**src/rtl/uart_rx.sv**
```systemverilog
// 8N1 UART receiver: OVS-times oversampled line, majority vote at mid-cell,
// stop-bit check and a valid/ready holding register with framing/overrun pulses.
module uart_rx #(
    parameter int OVS      = 16,
    parameter int SYNC_STG = 2
) (
    input  logic       i_clk,
    input  logic       i_rst_n,
    input  logic       i_bd_x16,
    input  logic       i_rx,
    input  logic       i_rx_ready,
    output logic [7:0] o_rx_data,
    output logic       o_rx_valid,
    output logic       o_frame_err,
    output logic       o_overrun,
    output logic       o_busy
);

    localparam int TW = $clog2(OVS);
    localparam logic [TW-1:0] T_V0  = TW'(OVS / 2 - 1);
    localparam logic [TW-1:0] T_V1  = TW'(OVS / 2);
    localparam logic [TW-1:0] T_DEC = TW'(OVS / 2 + 1);
    localparam logic [TW-1:0] T_END = TW'(OVS - 1);

    typedef enum logic [2:0] {
        R_IDLE  = 3'd0,
        R_START = 3'd1,
        R_DATA  = 3'd2,
        R_STOP  = 3'd3,
        R_WAIT  = 3'd4
    } state_t;

    state_t              state;
    logic [SYNC_STG-1:0] sync_q;
    logic                rx_s;
    logic [TW-1:0]       tcnt;
    logic [2:0]          bitcnt;
    logic [7:0]          shift;
    logic                v0;
    logic                v1;
    logic                vote;
    logic                commit_p1;

    function automatic logic majority3(input logic a, input logic b, input logic c);
        return (a & b) | (a & c) | (b & c);
    endfunction

    // Input synchronizer, preset to the idle level so reset never fakes a start bit
    always_ff @(posedge i_clk) begin
        if (!i_rst_n) begin
            sync_q <= '1;
        end else begin
            sync_q <= {sync_q[SYNC_STG-2:0], i_rx};
        end
    end

    assign rx_s = sync_q[SYNC_STG-1];
    assign vote = majority3(v0, v1, rx_s);

    // Bit-cell FSM; tcnt holds the index of the tick about to be processed
    always_ff @(posedge i_clk) begin
        if (!i_rst_n) begin
            state       <= R_IDLE;
            tcnt        <= '0;
            bitcnt      <= '0;
            shift       <= '0;
            v0          <= 1'b1;
            v1          <= 1'b1;
            commit_p1   <= 1'b0;
            o_frame_err <= 1'b0;
            o_busy      <= 1'b0;
        end else begin
            commit_p1   <= 1'b0;
            o_frame_err <= 1'b0;
            if (i_bd_x16) begin
                if (tcnt == T_V0) v0 <= rx_s;
                if (tcnt == T_V1) v1 <= rx_s;
                case (state)
                    R_IDLE: begin
                        if (!rx_s) begin
                            // the detecting tick is tick 0 of the start cell
                            state  <= R_START;
                            tcnt   <= TW'(1);
                            o_busy <= 1'b1;
                        end
                    end
                    R_START: begin
                        if (tcnt == T_DEC && vote) begin
                            state  <= R_IDLE;
                            tcnt   <= '0;
                            o_busy <= 1'b0;
                        end else if (tcnt == T_END) begin
                            state  <= R_DATA;
                            tcnt   <= '0;
                            bitcnt <= '0;
                        end else begin
                            tcnt <= tcnt + 1'b1;
                        end
                    end
                    R_DATA: begin
                        if (tcnt == T_DEC) shift <= {vote, shift[7:1]};
                        if (tcnt == T_END) begin
                            tcnt <= '0;
                            if (bitcnt == 3'd7) begin
                                state <= R_STOP;
                            end else begin
                                bitcnt <= bitcnt + 3'd1;
                            end
                        end else begin
                            tcnt <= tcnt + 1'b1;
                        end
                    end
                    R_STOP: begin
                        if (tcnt == T_DEC) begin
                            tcnt <= '0;
                            if (vote) begin
                                // leave mid-stop so an immediate next start edge is caught
                                commit_p1 <= 1'b1;
                                state     <= R_IDLE;
                                o_busy    <= 1'b0;
                            end else begin
                                o_frame_err <= 1'b1;
                                state       <= R_WAIT;
                            end
                        end else begin
                            tcnt <= tcnt + 1'b1;
                        end
                    end
                    R_WAIT: begin
                        if (rx_s) begin
                            state  <= R_IDLE;
                            o_busy <= 1'b0;
                        end
                    end
                    default: begin
                        state  <= R_IDLE;
                        tcnt   <= '0;
                        o_busy <= 1'b0;
                    end
                endcase
            end
        end
    end

    // Holding register: handshake runs every clock, independent of ticks
    always_ff @(posedge i_clk) begin
        if (!i_rst_n) begin
            o_rx_data  <= '0;
            o_rx_valid <= 1'b0;
            o_overrun  <= 1'b0;
        end else begin
            o_overrun <= 1'b0;
            if (commit_p1) begin
                if (!o_rx_valid || i_rx_ready) begin
                    o_rx_data  <= shift;
                    o_rx_valid <= 1'b1;
                end else begin
                    o_overrun <= 1'b1;
                end
            end else if (o_rx_valid && i_rx_ready) begin
                o_rx_valid <= 1'b0;
            end
        end
    end

endmodule

```
**config.mk**
```make
export PLATFORM = sky130hd
export DESIGN_NAME = uart_rx
export DESIGN_NICKNAME = d
export VERILOG_FILES = /design/src/rtl/uart_rx.sv
export SDC_FILE = /design/constraint.sdc
export NUM_CORES = 1
export LEC_CHECK = 0
export CORE_ASPECT_RATIO = 1.2
export CORE_MARGIN = 5
export CORE_UTILIZATION = 55
export CTS_CLUSTER_DIAMETER = 30
export DETAILED_ROUTE_END_ITERATION = 7
export PLACE_DENSITY_LB_ADDON = 0.25
export SYNTH_ARGS = -nofsm -noshare
export SYNTH_HDL_FRONTEND = slang
export SYNTH_SLANG_ARGS = --single-unit
```
**constraint.sdc**
```tcl
create_clock -name i_clk -period 2.5 [get_ports i_clk]
set_clock_uncertainty 0.2 [all_clocks]
set_input_delay 0.25 -clock i_clk [delete_from_list [all_inputs] [get_ports i_clk]]
set_output_delay 0.25 -clock i_clk [all_outputs]
set_load 0.01 [all_outputs]
```
==> results.toml <==
[worst_setup_path]
cp_slowest_cell = "dfxtp_1"
path_cells = "ha_1, and3b_1, o2bb2ai_1, or3_4, o21ai_0"
worstPathArrival_ns = 2.08
cpPeakStageDelay_ns = 0.42
cp.required_ns = 2.56
path_class = "reg2reg"
crit_fanout = 9
endpoint_kind = "flip-flop"
startpoint_type = "flip-flop"

[yosys]
yosysSeqAreaShare = 0.4151
syn_inst = 177
ys_warn_count = 0
synth_cell_types = 42
synth-seq-cells = 35
syn_area_mm2 = 0.001688
syn_area_per_cell_um2 = 9.536
synth_fp_nets = 187

[drt]
drc_errors = 0
wire_per_inst_um = 13.33
wl_um = 3000
postRouteAntennaNets = 0
vias = 1261
vias_per_cell = 5.604
drt_iter0_drc = 27
firstDrtPassIters = 2

[clock_network]
cts_htree_levels = 2
cts-root-buf = "clkbuf_4"
cts_sinks = 35
tritoncts = "done"
numCtsBuffers = 5
clk_path_buf_depth = 2
clk-insertion-delay-late_ns = 0.33
cts_resized = 0
cts-hold-fix-buffers = 0
cts.clk_slew.worst_paths_ns = 0.10
post_cts_buffers = 0

[floorplan]
std_cell_rows = 22
core_mm2 = 0.003000
start_util = 0.5626
die_area_mm2 = 0.004281
io_pins = 17
die_w_um = 60.57
fp.dieH_um = 70.69

[timing]
fmax_mhz = 494.6
hold_slack_ns = 0.2233
fin_ws_ns = 0.4780
setup_viol = 0
period_share = 0.8088
finalHoldViolCount = 0
finalCriticalPeriod_ns = 2.022
rsz0062_at_grt = "no"
tns_ns = 0
slew_viol_final = 0
worst_slew_pin_slew_ns = 0.5632
maxSlewHeadroom = 0.6214

[layout]
area_growth_pct = 12.38
nNetsFinal = 199
diodes = 0
mostFrequentLayoutCell = "dfxtp_1"
layout_common_cells = "dfxtp_1 (35), mux2i_1 (22), nor2b_1 (18), clkdlybuf4s50_1 (16), nand3_1 (10)"
drive_gt1_frac = 0.06878

[global_routing]
grt_overflow = 0
antenna_found_initial = 0
grt_pass1_wl_um = 5216
grt_max_degree = 31
first_global_vias = 1217
grt_usage = 0.1566

[power_and_ir_drop]
p_per_area_mw_per_mm2 = 498.2
p_leak_nw = 0.8017
vdd_drop_max_mv = 0.2772
power.total_uw = 945.0

[job]
drv_cap = 0

[placed_design]
gp_congestion = 0.8847
dpl_worst_slack_ns = 0.4795
dp_hpwl_um = 2172
portBuffers = 16

[outcome]
status = "completed"

[min_path]
worstHoldPathType = "reg2reg"
## state kept, by name, summed over array words and instances, names as in the netlist
register / count
o_rx_data: 8
shift: 8
tcnt: 4
bitcnt: 3
state: 3
sync_q: 2
commit_p1: 1
o_busy: 1
o_frame_err: 1
o_overrun: 1
o_rx_valid: 1
v0: 1
v1: 1
## report_power, final
part | leakage, nW | switching, mW | internal [mW]
Sequential | 0.283 | 0.0137 | 0.564
Combinational | 0.485 | 0.0296 | 0.0305
Clock | 0.0341 | 0.177 | 0.130
Total | 0.802 | 0.220 | 0.725
## cells by family (layout without fill, tap and decap cells)
group           after synthesis  count (layout)  share of synthesized area
simple gates                 68              68                     0.2439
flops                        35              35                     0.4151
buf+inv                      19              31                    0.05115
xor+xnor                      2               2                    0.01038
fa+ha+maj                     6               6                    0.04522
compound gates               25              25                     0.1038
mux                          22              22                     0.1305
## per-layer routing
metal / track usage / wire length (um)
met5: 0 / 0
met4: 0.06265 / 19
met3: 0.05474 / 116
met2: 0.2628 / 1529
met1: 0.1763 / 1335
## critical path: cells and delay by family (launching register included)
kind	cells	cell delay, ns
simple gates	2	0.82
compound gates	2	0.35
flops	1	0.42
fa+ha+maj	1	0.16
## layout make-up
class                           instances  area, um2
Multi-Input combinational cell        123      900.9
Sequential cell                        35      700.7
Clock buffer                            6      51.30
Tap cell                               36      45.04
Timing Repair Buffer                   17      167.7
Clock inverter                          1      5.005
Inverter                                7      26.28
Fill cell                             259       1104
## worst paths after layout
check	cells past startpoint	start	slack (ns)	end
max	5	tcnt[0]$_SDFFE_PN0P_	0.48	state[1]$_SDFFE_PN0P_
min reg2reg	1	sync_q[0]$_SDFF_PN1_	0.22	sync_q[1]$_SDFF_PN1_
max reg2reg	5	tcnt[0]$_SDFFE_PN0P_	0.48	state[1]$_SDFFE_PN0P_
min	1	sync_q[0]$_SDFF_PN1_	0.22	sync_q[1]$_SDFF_PN1_
## cells in the mapped netlist, drive strengths merged
cell type   n  share of area
nand2b      5          0.019
nor4        1         0.0037
nor2        5          0.011
nor3b       2          0.012
maj3        1         0.0082
or3         2          0.010
xor2        1         0.0052
inv         7          0.016
a22oi       2         0.0089
nor2b      18          0.067
o2bb2ai     1         0.0052
o221ai      1         0.0052
nand3b      3          0.013
nand2       8          0.018
nor3        4          0.012
o21a        1         0.0044
dfxtp      35           0.42
and3b       2          0.010
xnor2       1         0.0052
o211ai      1         0.0044
o21ai       9          0.027
or4b        1         0.0059
o22ai       1         0.0037
ha          5          0.037
nand3      11          0.036
mux2i      22           0.13
and3        2         0.0074
o2111ai     1         0.0052
nand4b      3          0.016
o31ai       2         0.0089
a2111oi     1          0.016
clkbuf      6          0.013
buf         6          0.022
nand4       1         0.0037
a21oi       5          0.015
## through the flow
step / cells / cell area [um2] / util
after floorplan: 177 / 1688 / -
after global placement: 218 / 1841 / 0.6134
after detailed placement: 218 / 1841 / 0.6134
after CTS: 225 / 1897 / 0.6322
after global routing: 225 / 1897 / 0.6322
final: 225 / 1897 / 0.6322
(Power assumes the default switching activity.)
